`config.mk`:
```
export PLATFORM = sky130hd
export DESIGN_NAME = v_store_wr_streamer
export DESIGN_NICKNAME = d
export VERILOG_FILES = /design/src/rtl/v_store_wr_streamer.sv
export SDC_FILE = /design/constraint.sdc
export NUM_CORES = 1
export LEC_CHECK = 0
export CAP_MARGIN = 20
export CORE_MARGIN = 5
export CORE_UTILIZATION = 58
export DETAILED_ROUTE_END_ITERATION = 8
export PLACE_DENSITY = 0.87
export SETUP_SLACK_MARGIN = 0.4
export SYNTH_ARGS = -nofsm -noshare
export SYNTH_HDL_FRONTEND = slang
export SYNTH_SLANG_ARGS = --single-unit
```
`constraint.sdc`:
```
create_clock -name clk -period 5.2 [get_ports clk]
set_clock_uncertainty 0.1 [all_clocks]
set_input_delay 1.04 -clock clk [delete_from_list [all_inputs] [get_ports clk]]
set_output_delay 1.04 -clock clk [all_outputs]
set_load 0.005 [all_outputs]
```
`src/rtl/v_store_wr_streamer.sv`:
```
// Vector store write streamer: buffers store-data beats in a FIFO and feeds the
// AXI master controller's write command/stream interface, reporting completion.
module v_store_wr_streamer #(
  parameter int unsigned C_M_AXI_ADDR_WIDTH = 32,
  parameter int unsigned C_M_AXI_DATA_WIDTH = 32,
  parameter int unsigned C_XFER_SIZE_WIDTH  = 32,
  parameter int unsigned FIFO_DEPTH         = 16
) (
  input  logic                          clk,
  input  logic                          rst,
  input  logic                          cmd_valid,
  output logic                          cmd_ready,
  input  logic [C_M_AXI_ADDR_WIDTH-1:0] cmd_addr,
  input  logic [C_XFER_SIZE_WIDTH-1:0]  cmd_size,
  input  logic                          din_valid,
  output logic                          din_ready,
  input  logic [C_M_AXI_DATA_WIDTH-1:0] din_data,
  output logic                          cmd_done,
  output logic                          busy,
  output logic                          ctrl_wstart,
  output logic [C_M_AXI_ADDR_WIDTH-1:0] ctrl_waddr_offset,
  output logic [C_XFER_SIZE_WIDTH-1:0]  ctrl_wxfer_size,
  output logic                          wr_tvalid,
  input  logic                          wr_tready,
  output logic [C_M_AXI_DATA_WIDTH-1:0] wr_tdata,
  input  logic                          ctrl_wdone
);

  localparam int unsigned AW   = C_M_AXI_ADDR_WIDTH;
  localparam int unsigned DW   = C_M_AXI_DATA_WIDTH;
  localparam int unsigned XW   = C_XFER_SIZE_WIDTH;
  localparam int unsigned BPB  = DW / 8;
  localparam int unsigned SH   = $clog2(BPB);
  localparam int unsigned PW   = $clog2(FIFO_DEPTH);
  localparam int unsigned PTRW = PW + 1;

  typedef enum logic [1:0] {IDLE, START, STREAM, WAIT_DONE} state_t;

  state_t           state;
  logic [DW-1:0]    mem [FIFO_DEPTH];
  logic [PTRW-1:0]  wr_ptr;
  logic [PTRW-1:0]  rd_ptr;
  logic [XW-1:0]    beats_left;
  logic [XW-1:0]    cmd_beats;
  logic             wdone_seen;
  logic             fifo_empty;
  logic             fifo_full;
  logic             push;
  logic             pop;
  logic             accept;
  logic             last_pop;

  // Wrap-bit pointer compare distinguishes full from empty
  assign fifo_empty = (wr_ptr == rd_ptr);
  assign fifo_full  = (wr_ptr[PW] != rd_ptr[PW]) && (wr_ptr[PW-1:0] == rd_ptr[PW-1:0]);
  assign din_ready  = !fifo_full && !rst;
  assign push       = din_valid && din_ready;

  // First-word fall-through: head of FIFO drives the stream directly
  assign wr_tdata   = mem[rd_ptr[PW-1:0]];
  assign wr_tvalid  = (state == STREAM) && !fifo_empty && (beats_left != '0) && !rst;
  assign pop        = wr_tvalid && wr_tready;
  assign last_pop   = pop && (beats_left == XW'(1));

  assign accept     = cmd_valid && cmd_ready && (state == IDLE);
  assign cmd_beats  = cmd_size >> SH;

  always_ff @(posedge clk) begin
    if (push) begin
      mem[wr_ptr[PW-1:0]] <= din_data;
    end
  end

  always_ff @(posedge clk) begin
    if (rst) begin
      wr_ptr <= '0;
      rd_ptr <= '0;
    end else begin
      if (push) wr_ptr <= wr_ptr + PTRW'(1);
      if (pop)  rd_ptr <= rd_ptr + PTRW'(1);
    end
  end

  // Command sequencing; pulses default low every cycle
  always_ff @(posedge clk) begin
    if (rst) begin
      state             <= IDLE;
      cmd_ready         <= 1'b0;
      cmd_done          <= 1'b0;
      busy              <= 1'b0;
      ctrl_wstart       <= 1'b0;
      ctrl_waddr_offset <= '0;
      ctrl_wxfer_size   <= '0;
      beats_left        <= '0;
      wdone_seen        <= 1'b0;
    end else begin
      ctrl_wstart <= 1'b0;
      cmd_done    <= 1'b0;
      case (state)
        IDLE: begin
          cmd_ready  <= 1'b1;
          wdone_seen <= 1'b0;
          if (accept) begin
            ctrl_waddr_offset <= cmd_addr;
            ctrl_wxfer_size   <= cmd_size;
            beats_left        <= cmd_beats;
            if (cmd_beats == '0) begin
              cmd_done <= 1'b1;
            end else begin
              state       <= START;
              cmd_ready   <= 1'b0;
              busy        <= 1'b1;
              ctrl_wstart <= 1'b1;
            end
          end
        end
        START: begin
          state <= STREAM;
          if (ctrl_wdone) wdone_seen <= 1'b1;
        end
        STREAM: begin
          if (ctrl_wdone) wdone_seen <= 1'b1;
          if (pop) beats_left <= beats_left - XW'(1);
          // Controller may report done before the last beat leaves
          if (last_pop) begin
            if (wdone_seen || ctrl_wdone) begin
              state      <= IDLE;
              cmd_done   <= 1'b1;
              cmd_ready  <= 1'b1;
              busy       <= 1'b0;
              wdone_seen <= 1'b0;
            end else begin
              state <= WAIT_DONE;
            end
          end
        end
        WAIT_DONE: begin
          if (ctrl_wdone) begin
            state      <= IDLE;
            cmd_done   <= 1'b1;
            cmd_ready  <= 1'b1;
            busy       <= 1'b0;
            wdone_seen <= 1'b0;
          end
        end
        default: state <= IDLE;
      endcase
    end
  end

endmodule

```
Word level (Yosys, flattened, before mapping)
Memories as Yosys holds them, arrays and structs flattened. A register that Yosys moved wholly into a read port is not among the register bits.
Index checks and enable logic that the tools add are counted.
{ "classes": {"eq_ne": 13, "n_bitwise": 2, "reduce_logical": 25, "n_addsub": 3, "n_mux": 35} }
{ "ops": {"columns": ["op", "n"], "rows": [
  ["$mux W32", 2],
  ["$pmux W32 S2", 1],
  ["$eq A32 B1 Y1 const B", 1],
  ["$logic_not A32 Y1", 1],
  ["$reduce_bool A32 Y1", 1],
  ["$sub A32 B1 Y32 const B", 1],
  ["$mux W1", 20],
  ["$add A5 B1 Y5 const B", 2],
  ["$logic_and A1 B1 Y1", 10],
  ["$mux W2", 5],
  ["$ne A2 B2 Y1 const B", 5],
  ["$pmux W1 S3", 3],
  ["$mux W4", 2],
  ["$pmux W2 S4", 1],
  ["$reduce_and A4 Y1", 2],
  ["$reduce_and A6 Y1", 1],
  ["$eq A5 B5 Y1", 1],
  ["$eq A2 B2 Y1 const B", 2],
  ["$eq A4 B4 Y1", 1],
  ["$pmux W1 S4", 1],
  ["$logic_not A1 Y1", 3],
  ["$reduce_and A3 Y1", 1],
  ["$reduce_bool A3 Y1", 1],
  ["$reduce_or A3 Y1", 1],
  ["other kinds (8)", 9]
]} }
{ "totals": {"ramBits": 512, "elab_cells": 90, "ff_bits": 113, "inputBits": 102, "memories": 1} }
{ "memory_table": {"columns": ["name", "depth", "width", "rd", "rd_ports_with_merged_regs", "write_ports", "line_no", "source"], "rows": [
  ["mem", 16, 32, 1, 1, 1, "40", "logic [DW-1:0] mem [FIFO_DEPTH];"]
]} }

Logic depth before layout (Yosys ltp)
Gate-level depths: netlist of the first run.
{ "depth": {"ltp_word": 9, "depth_mapped": 9, "ltp_nobuf": 8} }

Worst setup path before layout of the first run
OpenSTA, ideal clock, no wires.
{ "synth_path": {"path_kind": "input port to flip-flop", "startpoint": "in rst", "endpoint": "mem mem[3][0] in the netlist's numbering (enable)", "arrival_ns": 4.055, "path_buffers": 2, "slack_ns": 0.584, "cell_stages": 6, "setup_time_ns": 0.461, "t_required_ns": 4.639, "cell_sequence": "clkbuf_1 > inv_1 > o211a_1 > clkbuf_1 > nand2_1 > nor3_1"} }
{ "synth_via": {"elab_chain_cells": 5} }
{ "synth_rtl": {"columns": ["element", "line_no", "source"], "rows": [
  ["start, declared", "10", "input logic rst,"],
  ["$logic_not A1 Y1", "56", "assign din_ready = !fifo_full && !rst;"],
  ["$logic_and A1 B1 Y1", "56", null],
  ["$logic_and A1 B1 Y1", "57", "assign push = din_valid && din_ready;"],
  ["$mux W1", "69", "if (push) begin"],
  ["$mux W1 (not written as such)", "70", "mem[wr_ptr[PW-1:0]] <= din_data;"],
  ["end, declared", "40", null]
]} }
Every way passes these cells.

==> results.py, run 1 <==
metrics = {
    "drt": {
        "via_count": 14300,
        "routed_via_density": 6.39,
        "postRouteAntennaNets": 0,
        "drt_iter0_markers": 1640,
        "totalWireLength_um": 61300,
        "first_pass_iters": 5,
        "drc_errors": 0,
        "wl_per_cell_um": 27.4,
    },
    "power": {
        "cellLeakagePower_nw": 9.26,
        "combinationalPowerShare_pct": 12.5,
        "vdd_drop_max_mv": 0.308,
        "pwr-share-seq_pct": 49.2,
        "switching_share_pct": 24.7,
        "p_int_w": 0.00875,
        "clockPowerShare_pct": 38.3,
        "power.density_nw_per_um2": 395,
        "p_sw_w": 0.00287,
    },
    "cts": {
        "clock_sink_count": 629,
        "hold_buffers": 0,
        "cts-htree-levels": 2,
        "cts_buffers": 60,
        "clk_path_buf_depth": 3,
        "clk_latency_ns": 0.62,
        "clkTransAtPathRegs_ns": 0.06,
        "cts_tree": "done",
        "cts-root-buf": "clkbuf_16",
    },
    "yosys": {
        "async_flop_share_pct": 0,
        "ys_seq_area_share_pct": 72.1,
        "ys_types": 55,
        "yosysWarnings": 0,
        "synth-edff-count": 512,
        "yosys_most_used_dff": "edfxtp_1",
        "synth_top_area_cell": "edfxtp_1",
        "ys_ff_latch": 629,
        "synthDominantCellAreaShare_pct": 62.6,
        "syn-num-nets": 1544,
        "avgSynthCellArea_um2": 17.2,
        "synth_area_um2": 24600,
        "synthTopCellsByArea": "edfxtp_1, mux4_2, dfxtp_1, nand2_1, a21oi_1",
        "syn_inst": 1430,
    },
    "critical_path": {
        "arrival_ns": 3.37,
        "worstPathMaxFanout": 44,
        "cp-end-kind": "output pin",
        "start_kind": "flip-flop",
        "worstSetupPathType": "reg2out",
        "critical_path_required_ns": 4.06,
    },
    "sta": {
        "worst_pin_slew_ns": 1.07,
        "final_max_slew_viol_count": 0,
        "fmax_ghz": 0.222,
        "rsz0062_at_grt": "no",
        "slew_headroom_pct": 28.8,
        "tns_ns": 0,
        "hold_viol": 0,
        "layout_min_cycle_time_ns": 4.51,
        "setup_viol": 0,
        "period_share_pct": 86.6,
    },
    "place": {
        "portBuffers": 203,
        "dp_hpwl_um": 33900,
        "gp_congestion": 0.846,
    },
    "cells_and_area": {
        "final_util_pct": 70.1,
        "layout_common_cells": "edfxtp_1, clkdlybuf4s50_1, nand2_1",
        "nets": 1759,
        "area_growth_pct": 19.7,
        "layout-drive-gt1-share_pct": 18.5,
        "final_common_cell": "edfxtp_1",
    },
    "global_route": {
        "grt_antenna_before_repair": 5,
        "grt_pass1_wl_um": 91400,
        "grt_max_degree": 92,
        "gr-total-overflow": 0,
        "grt_usage_pct": 26.2,
        "grt_pass1_vias": 14800,
    },
    "die": {
        "fp.dieH_um": 216,
        "rows": 75,
        "start_util_pct": 58.5,
        "die_w_um": 216,
        "die_area_um2": 46600,
        "core_area_um2": 41900,
        "ios": 204,
    },
    "run": {
        "drv_cap": 0,
    },
    "run_status": {
        "status": "finished, final reports clean",
    },
    "worst_hold_path": {
        "hold_path.class": "reg2reg",
    },
}
-- power groups by stage --
| stage | clock network (W) | registers (W) | logic (W) |
|---|---|---|---|
| finish | 0.00445 | 0.00572 | 0.00146 |
| global route | 0.00475 | 0.00573 | 0.00160 |
| CTS | 0.00451 | 0.00571 | 0.00144 |
| detailed placement | 0 | 0.00582 | 0.00143 |
| global placement | 0 | 0.00580 | 0.00138 |
| floorplan | 0 | 0.00580 | 0.000868 |
-- critical path: stages, from the launching register on --
cell	delay, ns
dfxtp_4	0.70
buf_12	0.41
mux4_2	0.59
mux4_2	0.53
clkdlybuf4s50_1	0.47
-- path summary, 6_finish.rpt --
check | start | end | slack, ns | cells past startpoint
hold reg to reg | ctrl_waddr_offset[31] | ctrl_waddr_offset[31] | 0.35 | 2
setup / recovery | flip-flop | wr_tdata[19] | 0.69 | 4
hold / removal | ctrl_waddr_offset[31] | ctrl_waddr_offset[31] | 0.35 | 2
setup reg to reg | beats_left[0] | beats_left[5] | 1.55 | 9
-- flip-flops by register name, summed over array words and instances, names as in the netlist, named ones only --
register	count
beats_left	32
busy	1
cmd_done	1
cmd_ready	1
ctrl_waddr_offset	32
ctrl_wstart	1
ctrl_wxfer_size	32
mem	512
rd_ptr	5
state	2
wdone_seen	1
wr_ptr	5
-- metal layers --
layer	vias up	track usage [%]	share of wire, %	wire (µm)
met1	7234	33.2	36	21900
met3	126	6.22	9.4	5770
met5	-	0	0.075	46
li1	6093	-	-	-
met4	8	9.00	3.3	2010
met2	816	45.1	51	31500
-- stage by stage --
step           std cells  hold slack [ns]  cell area [µm²]  worst slack (ns)  total power, W
5_1_grt             2233            0.370            29400             0.511          0.0121
3_3_place_gp        2122            0.341            27400              1.27         0.00718
2_1_floorplan       1430            0.339            24600             0.584         0.00667
3_5_place_dp        2122            0.348            27400              1.23         0.00724
6_report            2233            0.353            29400             0.695          0.0116
4_1_cts             2232            0.355            29400             0.558          0.0117
-- logic make-up (layout without fill, tap and decap cells) --
kind of cell | after synthesis | count (layout) | share of synthesized area [%]
and+or+nand+nor | 335 | 335 | 6.12
buffers and inverters | 97 | 360 | 1.51
adders and majority gates | 12 | 12 | 0.611
DFF | 629 | 629 | 72.1
AOI/OAI and AO/OA | 182 | 182 | 4.37
xor gates and xnor gates | 10 | 10 | 0.357
muxes | 165 | 165 | 14.9
other | 0 | 1 | 0
-- cell usage after synthesis, types with 2 or more instances --
cell and count:
buf_1 19, a21oi_1 121, a211oi_1 2, o31ai_1 3
a22oi_1 2, or3_1 6, nand3_1 16, xnor2_1 6
o211ai_1 4, and2_1 2, o32ai_1 13, nor2_1 52
nand2_1 176, nor3b_1 2, dfxtp_1 117, or4_1 5
o21ai_0 5, a211o_1 2, nand2b_1 7, xor2_1 4
nor2b_1 3, mux2i_1 4, nand4_1 5, and3_1 8
mux4_2 160, a21o_1 6, o21ai_1 12, buf_2 6
inv_1 11, clkbuf_1 61, nor4_1 18, ha_1 12
or2_2 4, nor3_1 24, edfxtp_1 512
-- final cells by class --
class / instances / area, µm²
sequential: 629 / 17700
fill: 2425 / 12500
multi-input combinational: 704 / 6590
timing repair buffer: 239 / 2370
clock buffer: 74 / 1590
tap: 539 / 674
clock inverter: 36 / 403
inverter: 11 / 41.3
antenna: 1 / 2.50
-- what timing repair did --
item	in CTS	in global routing
gates resized for setup	0	1
buffers inserted	0	0
setup endpoints to repair	0	1
No activity file was read; power rests on OpenSTA's default activity.
==> run 2: changes to the inputs <==
clock period = 4.65 ns   (was 5.2 ns; I/O delays follow)
==> run 2 against run 1 <==
  * Flip-flop and latch count unchanged
  * Cell area grew 0.44%
  * Combinational power up 14%
  * Cell count increased by 0.40%
  * Routed wire length grew 1.8%
  * Sequential power is 12% higher
  * Largest cell class unchanged
  * Highest routed layer unchanged
==> results.py, run 2 (same netlist as run 1, synthesis figures left out) <==
metrics = {
    "power": {
        "p_int_w": 0.00974,
        "pwr-share-seq_pct": 49.4,
        "cellLeakagePower_nw": 9.31,
        "vdd_drop_max_mv": 0.413,
        "switching_share_pct": 24.8,
        "clockPowerShare_pct": 37.7,
        "combinationalPowerShare_pct": 12.9,
        "power.density_nw_per_um2": 439,
        "p_sw_w": 0.00321,
    },
    "drt": {
        "drc_errors": 0,
        "wl_per_cell_um": 27.8,
        "postRouteAntennaNets": 0,
        "drt_iter0_markers": 1998,
        "totalWireLength_um": 62400,
        "via_count": 14300,
        "first_pass_iters": 6,
        "routed_via_density": 6.36,
    },
    "worst_hold_path": {
        "min_path_cells": 2,
        "hold_path.class": "reg2reg",
    },
    "sta": {
        "final_max_slew_viol_count": 0,
        "holdWs_ns": 0.353,
        "worst_pin_slew_ns": 0.906,
        "hold_viol": 0,
        "period_share_pct": 87.6,
        "tns_ns": 0,
        "setup_ws_ns": 0.577,
        "slew_headroom_pct": 39.6,
        "rsz0062_at_grt": "no",
        "setup_viol": 0,
        "fmax_ghz": 0.246,
        "layout_min_cycle_time_ns": 4.07,
    },
    "run_status": {
        "status": "finished, final reports clean",
    },
    "cells_and_area": {
        "antennaDiodeCount": 0,
        "layout-drive-gt1-share_pct": 19.4,
        "largest_reg_flops": 512,
        "area_growth_pct": 20.2,
        "nets": 1768,
        "final_common_cell": "edfxtp_1",
        "final_util_pct": 70.4,
        "final_cells": 2242,
        "layout_common_cells": "edfxtp_1, clkdlybuf4s50_1, nand2_1",
    },
    "place": {
        "gp_congestion": 0.896,
        "dp.cells": 2127,
        "preCtsSetupSlack_ns": 0.796,
        "dp_hpwl_um": 33600,
        "portBuffers": 203,
    },
    "cts": {
        "hold_buffers": 0,
        "clock_sink_count": 629,
        "cts_buffers": 60,
        "cts-htree-levels": 2,
        "cts_tree": "done",
        "clk_latency_ns": 0.61,
        "cts-root-buf": "clkbuf_16",
        "clkTransAtPathRegs_ns": 0.06,
        "clk_path_buf_depth": 3,
    },
    "critical_path": {
        "r2r_cells": 6,
        "arrival_ns": 3.04,
        "start_kind": "flip-flop",
        "cp-end-kind": "output pin",
        "critical_path_required_ns": 3.62,
        "worstPathMaxFanout": 7,
        "worstSetupPathType": "reg2out",
    },
    "die": {
        "ios": 204,
        "core_area_um2": 41900,
        "start_util_pct": 58.5,
        "fp.dieH_um": 216,
        "die_w_um": 216,
        "rows": 75,
        "die_area_um2": 46600,
    },
    "global_route": {
        "grt_pass1_vias": 14700,
        "gr-total-overflow": 0,
        "grt_max_degree": 81,
        "grt_pass1_wl_um": 92700,
        "grt_usage_pct": 26.7,
        "grt_antenna_before_repair": 1,
    },
    "run": {
        "drv_cap": 0,
    },
}
-- run 2: timing repair --
| item | 4_1_cts | 5_1_grt |
|---|---|---|
| pin swaps | 0 | 0 |
| setup buffers | 3 | 1 |
| resized for setup | 2 | 4 |
| setup endpoints to repair | 29 | 1 |
-- run 2: power by group through the flow --
stage / registers (W) / clock network, W / logic, W
after global routing: 0.00641 / 0.00521 / 0.00183
after CTS: 0.00639 / 0.00496 / 0.00162
after detailed placement: 0.00650 / 0 / 0.00160
final: 0.00639 / 0.00489 / 0.00167
after floorplan: 0.00649 / 0 / 0.000971
after global placement: 0.00649 / 0 / 0.00154
-- run 2: worst paths after layout --
path	start	end	slack, ns
setup / recovery	beats_left[13]	wr_tvalid	0.58
hold / removal	ctrl_waddr_offset[6]	ctrl_waddr_offset[6]	0.35
setup reg to reg	wr_ptr[2]	mem[5][25]	1.51
hold reg to reg	ctrl_waddr_offset[6]	ctrl_waddr_offset[6]	0.35
-- run 2: cell type report --
type                            count  area [µm²]
Clock buffer                       82        1700
Clock inverter                     29         280
Fill cell                        2457       12400
Inverter                           11        41.3
Multi-Input combinational cell    704        6640
Sequential cell                   629       17700
Tap cell                          539         674
Timing Repair Buffer              248        2460
-- run 2: worst max-delay path, cell delays in order (launching register included) --
cell and delay, ns:
dfxtp_1 0.35, or3_4 0.44, or4_4 0.49, or4_4 0.48
and2_1 0.20, clkdlybuf4s50_1 0.47
-- run 2: metal layers --
layer  GRT usage (%)  vias to the layer above  part of all wire, %
li1                -                     6106                    -
met1            33.8                     7174                   36
met2            46.9                      847                   52
met3            6.38                      122                  9.7
met4            7.08                        2                  2.8
met5               0                        -                0.018
-- run 2: metrics by stage --
step                instance area, µm²  total power [W]
CTS                              29500           0.0130
detailed placement               27500          0.00810
floorplan                        24600          0.00746
global route                     29500           0.0135
global placement                 27500          0.00803
finish                           29500           0.0130
